`config.mk`:
```
export PLATFORM = sky130hd
export DESIGN_NAME = sseg_scan_decoder
export DESIGN_NICKNAME = d
export VERILOG_FILES = /design/src/rtl/sseg_scan_decoder.sv
export SDC_FILE = /design/constraint.sdc
export NUM_CORES = 1
export LEC_CHECK = 0
export CAP_MARGIN = 20
export CORE_MARGIN = 1
export CORE_UTILIZATION = 47
export CTS_CLUSTER_DIAMETER = 120
export DETAILED_ROUTE_END_ITERATION = 10
export PLACE_DENSITY = 0.68
export RECOVER_POWER = 100
export SETUP_SLACK_MARGIN = 0.05
export SLEW_MARGIN = 0
export SYNTH_ARGS = -nofsm -noshare
export SYNTH_HDL_FRONTEND = slang
export SYNTH_SLANG_ARGS = --single-unit
```
`constraint.sdc`:
```
create_clock -name sysclk -period 5.7 [get_ports sysclk]
set_clock_uncertainty 0.05 [all_clocks]
set_input_delay 1.425 -clock sysclk [delete_from_list [all_inputs] [get_ports sysclk]]
set_output_delay 1.425 -clock sysclk [all_outputs]
set_load 0.02 [all_outputs]
```
`src/rtl/sseg_scan_decoder.sv`:
```
// sseg_scan_decoder
//   Receive-side monitor for a multiplexed seven-segment display bus. Samples
//   the scanned sseg/AN lines and waits for each anode to settle. It decodes
//   each digit's segment pattern back to a hex nibble and publishes a
//   double-buffered 8-digit snapshot once every anode has been captured.
//
// Parameters
//   SETTLE       stable cycles required before a digit is captured (1..255)
// Ports
//   sysclk       system clock, rising edge
//   rst          asynchronous reset, active low
//   sseg[7:0]    segment bus, active low; [6:0] = g..a, [7] = dp
//   AN[7:0]      anode enables, active low; bit i selects digit i
//   digits[31:0] published nibbles, digit i at [4i+3:4i]
//   dp[7:0]      published decimal points, active high
//   blank[7:0]   digit i had all segments off
//   bad[7:0]     digit i had a pattern outside the decode table
//   frame_valid  one-cycle pulse when the published outputs update
//   err_an       one-cycle pulse on entry to an illegal AN value
module sseg_scan_decoder #(
    parameter int unsigned SETTLE = 4
) (
    input  logic        sysclk,
    input  logic        rst,
    input  logic [7:0]  sseg,
    input  logic [7:0]  AN,
    output logic [31:0] digits,
    output logic [7:0]  dp,
    output logic [7:0]  blank,
    output logic [7:0]  bad,
    output logic        frame_valid,
    output logic        err_an
);

    localparam logic [7:0] SETTLE_W = 8'(SETTLE);

    typedef enum logic [1:0] {
        ST_IDLE,
        ST_SETTLE,
        ST_HOLD
    } state_t;

    state_t      state, state_n;
    logic [7:0]  cnt, cnt_n;

    logic [7:0]  s_r, a_r, s_p, a_p;

    logic [31:0] sh_digits;
    logic [7:0]  sh_dp, sh_blank, sh_bad;
    logic [7:0]  seen, seen_n;

    logic [2:0]  an_idx;
    logic [3:0]  an_zeros;
    logic        an_off, an_valid, an_ill;
    logic        changed;
    logic        cap;

    logic [6:0]  p;
    logic [3:0]  dec_nib;
    logic        dec_blank, dec_bad;

    // Anode classification: off, exactly one active anode, or illegal.
    always_comb begin
        an_idx   = '0;
        an_zeros = '0;
        for (int unsigned i = 0; i < 8; i++) begin
            if (!a_r[i]) begin
                an_idx   = 3'(i);
                an_zeros = an_zeros + 4'd1;
            end
        end
        an_off   = (a_r == 8'hFF);
        an_valid = (an_zeros == 4'd1);
        an_ill   = !an_off && !an_valid;
    end

    assign changed = (a_r != a_p) || (s_r != s_p);

    // Segment pattern back to nibble; the bus is active low.
    assign p = ~s_r[6:0];

    always_comb begin
        dec_nib   = '0;
        dec_blank = 1'b0;
        dec_bad   = 1'b0;
        case (p)
            7'h3F: dec_nib = 4'h0;
            7'h06: dec_nib = 4'h1;
            7'h5B: dec_nib = 4'h2;
            7'h4F: dec_nib = 4'h3;
            7'h66: dec_nib = 4'h4;
            7'h6D: dec_nib = 4'h5;
            7'h7D: dec_nib = 4'h6;
            7'h07: dec_nib = 4'h7;
            7'h7F: dec_nib = 4'h8;
            7'h6F: dec_nib = 4'h9;
            7'h77: dec_nib = 4'hA;
            7'h7C: dec_nib = 4'hB;
            7'h39: dec_nib = 4'hC;
            7'h5E: dec_nib = 4'hD;
            7'h79: dec_nib = 4'hE;
            7'h71: dec_nib = 4'hF;
            7'h00: dec_blank = 1'b1;
            default: dec_bad = 1'b1;
        endcase
    end

    // Capture fires on the first stable cycle after cnt has already reached
    // SETTLE, so an anode must dwell SETTLE+1 cycles to be taken.
    always_comb begin
        state_n = state;
        cnt_n   = cnt;
        cap     = 1'b0;
        case (state)
            ST_IDLE: begin
                cnt_n = '0;
                if (an_valid) begin
                    state_n = ST_SETTLE;
                    cnt_n   = 8'd1;
                end
            end
            ST_SETTLE: begin
                if (changed) begin
                    if (an_valid) begin
                        cnt_n = 8'd1;
                    end else begin
                        state_n = ST_IDLE;
                        cnt_n   = '0;
                    end
                end else if (cnt >= SETTLE_W) begin
                    cap     = 1'b1;
                    state_n = ST_HOLD;
                end else begin
                    cnt_n = cnt + 8'd1;
                end
            end
            ST_HOLD: begin
                if (changed) begin
                    if (an_valid) begin
                        state_n = ST_SETTLE;
                        cnt_n   = 8'd1;
                    end else begin
                        state_n = ST_IDLE;
                        cnt_n   = '0;
                    end
                end
            end
            default: begin
                state_n = ST_IDLE;
                cnt_n   = '0;
            end
        endcase
    end

    // A completed mask is cleared in the same cycle it is published; a
    // coincident capture still lands in the fresh mask.
    always_comb begin
        seen_n = (seen == 8'hFF) ? 8'h00 : seen;
        if (cap) begin
            seen_n[an_idx] = 1'b1;
        end
    end

    always_ff @(posedge sysclk or negedge rst) begin
        if (!rst) begin
            state <= ST_IDLE;
            cnt   <= '0;
        end else begin
            state <= state_n;
            cnt   <= cnt_n;
        end
    end

    always_ff @(posedge sysclk or negedge rst) begin
        if (!rst) begin
            s_r         <= '1;
            a_r         <= '1;
            s_p         <= '1;
            a_p         <= '1;
            sh_digits   <= '0;
            sh_dp       <= '0;
            sh_blank    <= '0;
            sh_bad      <= '0;
            seen        <= '0;
            digits      <= '0;
            dp          <= '0;
            blank       <= '0;
            bad         <= '0;
            frame_valid <= 1'b0;
            err_an      <= 1'b0;
        end else begin
            s_r         <= sseg;
            a_r         <= AN;
            s_p         <= s_r;
            a_p         <= a_r;
            err_an      <= an_ill && (a_r != a_p);
            frame_valid <= 1'b0;
            seen        <= seen_n;
            if (cap) begin
                sh_digits[{an_idx, 2'b00} +: 4] <= dec_nib;
                sh_dp[an_idx]                   <= ~s_r[7];
                sh_blank[an_idx]                <= dec_blank;
                sh_bad[an_idx]                  <= dec_bad;
            end
            if (seen == 8'hFF) begin
                digits      <= sh_digits;
                dp          <= sh_dp;
                blank       <= sh_blank;
                bad         <= sh_bad;
                frame_valid <= 1'b1;
            end
        end
    end

endmodule
```
# ---- After elaboration in Yosys (flattened, before gate mapping)
# Cells that the tools add are included.
dict set report totals {
  wordCells 115
  latch_bits 0
  n_memories 0
  mem_bits_ro 0
  ram_bits 0
  regBits 164
}
dict set report classes {
  eq_ne 28
  shift 2
  bitwise 3
  add_sub_neg 9
  magnitude_cmp 3
  n_mux 42
  n_div 0
  n_mul 0
  reduce_logical 11
}
# cell n
set ops {}
lappend ops {{equality test 7 bit, second input constant} 12}
lappend ops {{one-hot mux 4 bit (15 select lines)} 1}
lappend ops {{2-to-1 mux 8 bit} 5}
lappend ops {{bitwise mux 32 bit} 1}
lappend ops {{variable shift 4 x 7 -> 32 bit, first input constant} 1}
lappend ops {{indexed part select 4 x 7 -> 32 bit} 1}
lappend ops {{adder 4 x 1 -> 4 bit, second input constant} 7}
lappend ops {{2-to-1 mux 4 bit} 7}
lappend ops {{bitwise mux 8 bit} 3}
lappend ops {{one-hot mux 8 bit (3 select lines)} 1}
lappend ops {{OR reduction 17 bit} 1}
lappend ops {{equality test 8 bit, second input constant} 2}
lappend ops {{!= test 8 bit} 2}
lappend ops {{2-to-1 mux 3 bit} 5}
lappend ops {{equality test 7 x 3 -> 1 bit, second input constant} 2}
lappend ops {{equality test 7 x 6 -> 1 bit, second input constant} 2}
lappend ops {{2-to-1 mux 2 bit} 6}
lappend ops {{2-to-1 mux 1 bit} 11}
lappend ops {{!= test 3 bit, second input constant} 3}
lappend ops {{adder 8 x 1 -> 8 bit, second input constant} 1}
lappend ops {{>= comparator 8 x 3 -> 1 bit, second input constant} 1}
lappend ops {{bitwise OR 8 bit} 1}
lappend ops {{zero test 7 bit} 1}
lappend ops {{negator 5 -> 7 bit} 1}
lappend ops {{other kinds (16)} 20}

# ---- Depth between registers and ports, before layout
# Gate-level depths: netlist of the first run.
dict set report depth {
  depth_word 19
  ltp_mapped 24
}

# ---- Worst setup path after synthesis of the first run
# Ideal clock, no wire load.
dict set report synth_timing {
  kind {flip-flop to flip-flop}
  start {register a_r[0]}
  end {register err_an}
  slack_ns 1.399
  arrival_ns 4.186
  required_ns 5.585
  path_stages_with_launch 22
  period_less_slack_ns 4.301
  path_buffers 0
  cell_sequence {dfstp_2 -> inv_1 -> ha_1 -> xnor2_2 -> ha_1 -> nor2_1 -> a31oi_1 -> ha_1 -> nor2b_1 -> nor2_1 -> inv_1 -> ha_1 -> inv_1 -> nand2_1 -> o31a_1 -> ha_1 -> mux2_2 -> ha_1 -> a211oi_1 -> or3_1 -> nand4_1 -> o211a_1}
}
dict set report synth_via {
  elab_chain_len 19
  word_cells_on_any_way 22
}
# element line
set synth_rtl {}
lappend synth_rtl {{from (decl)} 46} ;# logic [7:0] s_r, a_r, s_p, a_p;
lappend synth_rtl {{from (signal assigned)} 177} ;# a_r <= '1;
lappend synth_rtl {{from (signal assigned)} 193} ;# a_r <= AN;
lappend synth_rtl {{2-to-1 mux 1 bit} 67} ;# if (!a_r[i]) begin
lappend synth_rtl {{adder 4 x 1 -> 4 bit} 69} ;# an_zeros = an_zeros + 4'd1;
lappend synth_rtl {{2-to-1 mux 4 bit} 67}
lappend synth_rtl {{adder 4 x 1 -> 4 bit} 69}
lappend synth_rtl {{2-to-1 mux 4 bit} 67}
lappend synth_rtl {{adder 4 x 1 -> 4 bit} 69}
lappend synth_rtl {{2-to-1 mux 4 bit} 67}
lappend synth_rtl {{adder 4 x 1 -> 4 bit} 69}
lappend synth_rtl {{[3 not listed]} n/a}
lappend synth_rtl {{adder 4 x 1 -> 4 bit} 69}
lappend synth_rtl {{2-to-1 mux 4 bit} 67}
lappend synth_rtl {{adder 4 x 1 -> 4 bit} 69}
lappend synth_rtl {{2-to-1 mux 4 bit} 67}
lappend synth_rtl {{equality test 4 x 1 -> 1 bit} 73} ;# an_valid = (an_zeros == 4'd1);
lappend synth_rtl {{zero test 1 bit} 74} ;# an_ill = !an_off && !an_valid;
lappend synth_rtl {{logical AND 1 bit} 74}
lappend synth_rtl {{logical AND 1 bit *} 196} ;# err_an <= an_ill && (a_r != a_p);
lappend synth_rtl {{to (signal assigned)} 196}
lappend synth_rtl {{to (decl)} 32} ;# output logic err_an
# Mark *: on every way between the ends. The rest lies on a longest branch, timed or not.
# A chain may end at the register's enable or synchronous reset.

# ---- Worst setup path in the final report of the first run
# Ends and elaborated chain as after synthesis.

==> metrics.txt, run 1 <==
status finished with violations; failing checks max-capacitance violations, max-slew violations; Hold Crit Class reg -> reg; # clock sinks 164; die width 127 um; post-CTS sizing 0; Root Buffer clkbuf_16; Crit. End Element flop; most frequent cells in the layout 186 x nand2_1, 132 x dfrtp_1, 74 x dlygate4sd3_1; GP Congestion 0.881; die area 16,000 um^2; initial antenna violation count 0; WL final 14,900 um; dominant synthesized flop cell dfrtp_1; DRC Markers 0; ys async rst share 100%; DP HPWL 10,100 um; crit-path max cell delay 590 ps; Max Clk Rate 195 MHz; Overflow after GRT 0; WL met2 7240 um; Site Rows 45; WP buf/inv 3; postcts setup bufs 0; Top cell by count, worst path ha_1; measured slew at the worst slew-check pin 3580 ps; CP Data Arrival Time 5400 ps; Switch Pwr 0.616 mW; I/O Buffers 75; ordered list of cells on the worst path inv_1, ha_1, xnor2_1, ha_1, nor2_1, a31oi_1, ha_1, nor2b_1, nor2_1, inv_1, ha_1, inv_1, nand2_1, o31a_1, ha_1, mux2_2, ha_1, a41o_1, o21ai_0, nand4_1, o211a_1; Area Growth Syn to Fin 18.6%; FF/Latch Area 4140 um^2; Final Cycle Share 90.2%; worst-skew pair later-pin latency 430 ps; max-slew violation count 207; Max Cap Viol 3; first-pass GRT wire length 25,200 um; Crit Path Category reg -> reg; # fillers 1,255; worst setup margin 560 ps; routed vias/inst 5.37; met1 WL 6700 um; Internal 1.94 mW; top cells by area, synth dfrtp_1 45%, dfstp_2 12%, nand2_1 9.6%, mux2_2 6.5%, ha_1 2.4%; Clock Power Share 42.6%; Max FO, Critical Path 4; final setup fails 0; Ant. Diodes 0; final net count 774; TNS Setup 0 ps; final hold violations 0; footprint of the multi-input gates 2830 um^2; slowest CP cell dfstp_1; Core Util, Final 57.1%; antenna-violating nets left 0; number of synthesis warnings 0; Crit path max-delay family adder cells; vias in the first global route 5,129; H-tree depth 4; I/O pin cnt 76; Worst VDD drop 195 uV; Starting Density 48.1%; routed len/inst 15.7 um; core area 15,100 um^2; fin crit period 5140 ps; largest buffer count on any clock path 2; mean area per synthesized cell 10.7 um^2; combinational group share of total power 9.5%; Synth Register Bits 164; commonest non-fill, non-tap cell in the layout nand2_1; post-synthesis cell type count 67; Worst Hold Margin 371 ps; GRT Util Overall 20.2%; DRT Pass-1 Iters 5; dpl ws 864 ps; Inserted Clock Buffers 17; Post-synth EDFFs 0; Max-Slew Margin vs Limit -139%; WP data required 5960 ps; clk slew on worst S/H paths 60 ps; top sig layer met4; cts hold-fix bufs 0; Synth top area share 45.3%; vias 5,067; Setup crit start kind flop; syn_nets 712; layout cells sized above 1 13.4%; WL met3 585 um; Netlist Area Pre-Place 7290 um^2; register share of total power 47.9%; post-synthesis cell count 680; post-synthesis sequential area ratio 56.8%; PwrDens 295 nW/um^2; switching share of power 24.1%; largest area contributor in the netlist dfrtp_1; Leakage 4.34 nW; pin count of the biggest net entering global routing 84; CTS tree yes; Iteration-0 DRC Markers 286; RSZ-0062 raised after global routing false; Die H 127 um
==> area by class of cell <==
type                       count  area share, %
sequential                   164           47.9
timing repair buffer          79           8.93
clock inverter                 6          0.477
multi-input combinational    456           32.8
inverter                      24           1.04
tap                          188           2.72
clock buffer                  26           6.16
==> flip-flops by register name, indices dropped and copies added (netlist names), 2 cells and up <==
signal,flops
blank,8
bad,8
sh_digits,32
digits,32
state,2
cnt,8
s_r,8
a_p,8
sh_bad,8
seen,8
sh_blank,8
a_r,8
s_p,8
sh_dp,8
dp,8
==> cells in the mapped netlist, drive strengths merged, types with 2 or more instances <==
cell and count:
a21oi 10, ha 14, and3 5, a211oi 2, or3 2, o31a 3, nand3b 2, xor2 3
a22oi 2, nand3 9, a21boi 2, a41oi 2, mux2i 9, dfrtp 132, clkbuf 26, a21o 7
o22ai 2, xnor3 2, nand2 186, nor4 9, a31oi 7, dfstp 32, mux2 43, nor2b 7
nor2 25, and2 6, xnor2 25, nand4 12, buf 10, o32ai 2, o21ai 21, nor3 14
or2 4, inv 23
==> power by group through the flow <==
stage	Clock, mW	Combinational [mW]	Sequential (mW)
2_1_floorplan	0	0.171	1.23
3_3_place_gp	0	0.218	1.24
3_5_place_dp	0	0.243	1.25
4_1_cts	1.12	0.245	1.23
5_1_grt	1.16	0.263	1.23
6_report	1.09	0.243	1.22
==> worst paths after layout <==
kind,start,end,slack (ps),cells after the start
worst max-delay path,a_r[0],err_an,560,21
worst min register to register,a_r[0],a_p[0],370,0
max in group asynchronous,rst,cnt[3],1240,1
worst max register to register,a_r[0],err_an,560,21
min in group asynchronous,rst,blank[5],2310,1
worst min-delay path,a_r[0],a_p[0],370,0
==> worst register-to-register path, delay by kind of cell (launching register included) <==
family | cells | cell delay [ps]
AOI/OAI and AO/OA | 5 | 870
DFF | 1 | 590
buffers and inverters | 3 | 220
adders and majority gates | 6 | 1800
muxes | 1 | 290
xor gates and xnor gates | 1 | 430
and+or+nand+nor | 5 | 750
==> routing by layer <==
| layer | track usage (%) | vias to the layer above |
|---|---|---|
| met5 | 0 | - |
| met4 | 7.73 | 0 |
| met3 | 5.36 | 33 |
| li1 | - | 2409 |
| met2 | 33.2 | 128 |
| met1 | 25.7 | 2497 |
==> cell families (layout without fill, tap and decap cells) <==
family	after synthesis	after routing	share of synthesized area, %
muxes	52	52	7.93
AOI/OAI and AO/OA	72	72	6.59
and+or+nand+nor	287	287	18.0
adders and majority gates	15	15	2.54
DFF	164	164	56.8
buffers and inverters	60	135	3.59
xor gates and xnor gates	30	30	4.50
==> stage by stage <==
stage / cells / area [um^2] / power (mW)
2_1_floorplan: 680 / 7290 / 1.40
4_1_cts: 943 / 8710 / 2.59
5_1_grt: 943 / 8650 / 2.65
3_3_place_gp: 911 / 8140 / 1.46
3_5_place_dp: 911 / 8140 / 1.49
6_report: 943 / 8650 / 2.56
No activity file was read; power rests on OpenSTA's default activity.
==> run 2: changes to the inputs <==
--- a/config.mk
+++ b/config.mk
@@ -5,6 +5,7 @@
 export SDC_FILE = /design/constraint.sdc
 export NUM_CORES = 1
 export LEC_CHECK = 0
+export ABC_AREA = 1
 export CAP_MARGIN = 20
 export CORE_MARGIN = 1
 export CORE_UTILIZATION = 47
==> metrics.txt, run 2 <==
# clock sinks 164; I/O pin cnt 76; Max Cap Viol 4; Root Buffer clkbuf_16; syn_nets 870; postcts setup bufs 0; DP Cell Count 1,084; Starting Density 48.9%; H-tree depth 4; final net count 951; measured slew at the worst slew-check pin 2850 ps; Crit. Startpoint a_r[1]; PwrDens 300 nW/um^2; commonest non-fill, non-tap cell in the layout nand2_1; post-synthesis cell type count 34; HP Start a_r[0]; most frequent cells in the layout 329 x nand2_1, 132 x dfrtp_1, 76 x inv_1; worst-skew pair later-pin latency 420 ps; vias in the first global route 5,288; Iteration-0 DRC Markers 494; status finished with violations; final setup fails 0; DRC Markers 0; max-slew violation count 234; initial antenna violation count 0; worst setup margin 1170 ps; Setup crit start kind flop; Largest regs digits: 32 flops, sh_digits: 32 flops; largest area contributor in the netlist dfrtp_1; Post-Layout Inst Area 8700 um^2; Crit Path Category reg -> reg; WL final 15,000 um; top cells by area, synth dfrtp_1 46%, nand2_1 17%, dfstp_2 12%, o21ai_0 4.0%, inv_1 3.9%; routed vias/inst 5.01; DRT Pass-1 Iters 5; vias 5,596; CP Data Arrival Time 4790 ps; dominant synthesized flop cell dfrtp_1; TNS Setup 0 ps; placed instance area 8150 um^2; Max-Slew Margin vs Limit -90.3%; most common cell in the netlist nand2_1; Max Clk Rate 221 MHz; dpl ws 1250 ps; Netlist Area Pre-Place 7210 um^2; Synth top cells by count 326 x nand2_1, 132 x dfrtp_1, 75 x inv_1; Ant. Diodes 0; Synth top area share 45.8%; routed len/inst 13.4 um; pin count of the biggest net entering global routing 101; fin crit period 4530 ps; Overflow after GRT 0; cts hold-fix bufs 0; Synth Register Bits 164; Reg-to-Reg Start a_r[1]; antenna-violating nets left 0; WP data required 5960 ps; Die H 126 um; non-filler instance count after layout 1,116; Worst VDD drop 193 uV; slowest CP cell dfstp_1; Max FO, Critical Path 5; Final Cycle Share 79.5%; Hold Crit Class reg -> reg; die area 15,800 um^2; post-synthesis cell count 838; Site Rows 44; DP HPWL 10,300 um; GP Congestion 0.853; RSZ-0062 raised after global routing false; Post-synth EDFFs 0; ys async rst share 100%; Top cell by count, worst path nand2_1; die width 126 um; GRT Util Overall 21.0%; mean area per synthesized cell 8.61 um^2; Core Util, Final 59.0%; post-synthesis sequential area ratio 57.5%; Crit. End Element flop; layout cells sized above 1 7.08%; clk slew on worst S/H paths 60 ps; crit-path max cell delay 550 ps; I/O Buffers 75; post-CTS sizing 0; Area Growth Syn to Fin 20.6%; Inserted Clock Buffers 17; largest buffer count on any clock path 2; number of synthesis warnings 0; first-pass GRT wire length 26,000 um; final hold violations 0; Leakage 4.46 nW; CTS tree yes; core area 14,800 um^2; failing checks max-capacitance violations, max-slew violations
-- run 2: layout make-up --
| class | count | area, um^2 |
|---|---|---|
| inverter | 80 | 300 |
| clock inverter | 11 | 174 |
| clock buffer | 21 | 460 |
| multi-input combinational | 577 | 2630 |
| fill | 1331 | 6050 |
| timing repair buffer | 79 | 762 |
| sequential | 164 | 4140 |
| tap | 184 | 230 |
-- run 2: cells by family (layout without fill, tap and decap cells) --
group           after synthesis  in the layout  share of synthesized area (%)
simple gates                463            463                           27.2
xor+xnor                      8              8                          0.972
buf+inv                      97            191                           5.19
flops                       164            164                           57.5
compound gates               92             92                           6.71
fa+ha+maj                    14             14                           2.43
-- run 2: per-layer routing --
metal	up-vias	track usage (%)	share of wire, %
li1	2827	-	-
met1	2619	31.1	51
met2	130	29.9	43
met3	20	4.59	4.2
met4	0	8.43	1.9
met5	-	0	0
-- run 2: path summary, 6_finish.rpt --
kind	end	depth (start not counted)	slack (ps)
min in group asynchronous	bad[7]	1	1700
worst max-delay path	state[0]	28	1170
worst max register to register	state[0]	28	1170
worst min register to register	a_p[0]	0	340
max in group asynchronous	sh_digits[14]	2	1320
worst min-delay path	a_p[0]	0	340
-- run 2: worst max-delay path, delay by kind of cell (launching register included) --
| family | cells | cell delay (ps) |
|---|---|---|
| DFF | 1 | 550 |
| and+or+nand+nor | 17 | 1690 |
| adders and majority gates | 6 | 1690 |
| buffers and inverters | 4 | 260 |
| AOI/OAI and AO/OA | 1 | 160 |
-- run 2: stage by stage --
| stage | hold WS [ps] | power, mW |
|---|---|---|
| after floorplan | 302 | 1.36 |
| after global placement | 315 | 1.42 |
| after detailed placement | 319 | 1.43 |
| after CTS | 329 | 2.65 |
| after global routing | 344 | 2.72 |
| final | 339 | 2.61 |
-- run 2: power breakdown --
group / switching (mW) / total [mW] / internal, mW
registers: 0.0202 / 1.21 / 1.19
logic: 0.125 / 0.187 / 0.0626
clock network: 0.458 / 1.22 / 0.759
==> run 3: changes to the inputs <==
==> constraint.sdc (replaced) <==
create_clock -name sysclk -period 4.7 [get_ports sysclk]
set_clock_uncertainty 0.05 [all_clocks]
set_input_delay 1.175 -clock sysclk [delete_from_list [all_inputs] [get_ports sysclk]]
set_output_delay 1.175 -clock sysclk [all_outputs]
set_load 0.02 [all_outputs]
==> metrics.txt, run 3 (same netlist as run 2, synthesis figures left out) <==
status finished with violations; failing checks max-capacitance violations, max-slew violations; core area 14,800 um^2; vias in the first global route 5,328; Switch Pwr 0.729 mW; commonest non-fill, non-tap cell in the layout nand2_1; Crit Path Category reg -> reg; Final Cycle Share 92.5%; Site Rows 44; routed len/inst 13.1 um; crit-path max cell delay 550 ps; TNS Setup 0 ps; I/O pin cnt 76; max-slew violation count 232; first-pass GRT wire length 25,700 um; DP Cell Count 1,084; DRC Markers 0; combinational group share of total power 7.6%; non-filler instance count after layout 1,116; final setup fails 0; Max-Slew Margin vs Limit -89.3%; switching share of power 24.1%; antenna-violating nets left 0; die width 126 um; Ant. Diodes 0; H-tree depth 4; Overflow after GRT 0; GRT Util Overall 20.6%; Root Buffer clkbuf_16; Crit. End Element flop; PwrDens 349 nW/um^2; CTS tree yes; layout cells sized above 1 8.26%; DP HPWL 10,200 um; most frequent cells in the layout 325 x nand2_1, 132 x dfrtp_1, 74 x inv_1, 74 x dlygate4sd3_1, 62 x o21ai_0; slowest CP cell dfstp_1; postcts setup bufs 0; Die H 126 um; Iteration-0 DRC Markers 408; clk slew on worst S/H paths 60 ps; Starting Density 48.9%; Max FO, Critical Path 5; WL final 14,600 um; Area Growth Syn to Fin 20.1%; GP Congestion 0.862; Clock Power Share 43.9%; largest buffer count on any clock path 2; fin crit period 4350 ps; Top cell by count, worst path nand2_1; I/O Buffers 75; # clock sinks 164; R2R setup slack 350 ps; Setup crit start kind flop; final hold violations 0; Inserted Clock Buffers 17; pin count of the biggest net entering global routing 94; post-CTS sizing 0; routed vias/inst 4.93; Max Cap Viol 3; initial antenna violation count 0; Max Clk Rate 230 MHz; CP Data Arrival Time 4660 ps; vias 5,503; measured slew at the worst slew-check pin 2840 ps; final net count 951; Internal 2.30 mW; cts hold-fix bufs 0; Worst VDD drop 318 uV; Leakage 4.45 nW; die area 15,800 um^2; worst-skew pair later-pin latency 430 ps; WP data required 5010 ps; Largest regs digits: 32 flops, sh_digits: 32 flops; DRT Pass-1 Iters 5; register share of total power 48.5%; Hold Crit Class reg -> reg; RSZ-0062 raised after global routing false
## run 3: cell count changes in the layout (fill, tap and decap cells not counted), sizes merged
| cell | previous run | this run |
|---|---|---|
| bufinv | 4 | 1 |
| clkinvlp | 3 | 0 |
| buf | 0 | 1 |
| clkinv | 2 | 8 |
| clkbuf | 26 | 25 |
## run 3: final timing paths
| path | start | endpoint | cells past startpoint |
|---|---|---|---|
| worst max-delay path | a_r[1] | cnt[0] | 27 |
| worst min-delay path | a_r[0] | a_p[0] | 0 |
| worst max register to register | a_r[1] | cnt[0] | 27 |
| worst min register to register | a_r[0] | a_p[0] | 0 |
| max in group asynchronous | rst | digits[29] | 2 |
| min in group asynchronous | rst | sh_dp[4] | 1 |
## run 3: metal layers
metal	vias to the layer above	wire, um	global-route usage (%)
met5	-	0	0
met4	0	222	7.30
met3	19	524	4.76
met2	106	6340	30.0
met1	2548	7550	30.1
li1	2830	-	-
## run 3: final cells by class
type | instances | area, um^2
Tap cell | 184 | 230
Fill cell | 1336 | 6090
Timing Repair Buffer | 79 | 763
Multi-Input combinational cell | 577 | 2660
Inverter | 80 | 300
Sequential cell | 164 | 4140
Clock inverter | 11 | 101
Clock buffer | 21 | 470
## run 3: critical path: cells and delay by family, from the launching register on
| kind | cells | cell delay, ps |
|---|---|---|
| buffers and inverters | 4 | 220 |
| and+or+nand+nor | 15 | 1510 |
| AOI/OAI and AO/OA | 2 | 290 |
| adders and majority gates | 6 | 1650 |
| DFF | 1 | 550 |
## run 3: stage by stage
step | utilization [%] | worst slack (ps) | cell area (um^2) | power, mW | hold WS (ps)
after floorplan | - | 527 | 7210 | 1.64 | 302
after global placement | 55.3 | 366 | 8170 | 1.73 | 315
after detailed placement | 55.3 | 249 | 8170 | 1.73 | 318
after CTS | 59.2 | 228 | 8740 | 3.06 | 325
after global routing | 58.7 | 4.66 | 8660 | 3.15 | 345
final | 58.7 | 351 | 8660 | 3.02 | 335
## run 3: power groups by stage
stage          Sequential [mW]  Clock, mW  Combinational [mW]
2_1_floorplan             1.49          0               0.156
3_3_place_gp              1.49          0               0.233
3_5_place_dp              1.49          0               0.235
4_1_cts                   1.47       1.35               0.237
5_1_grt                   1.47       1.41               0.269
6_report                  1.47       1.33               0.230
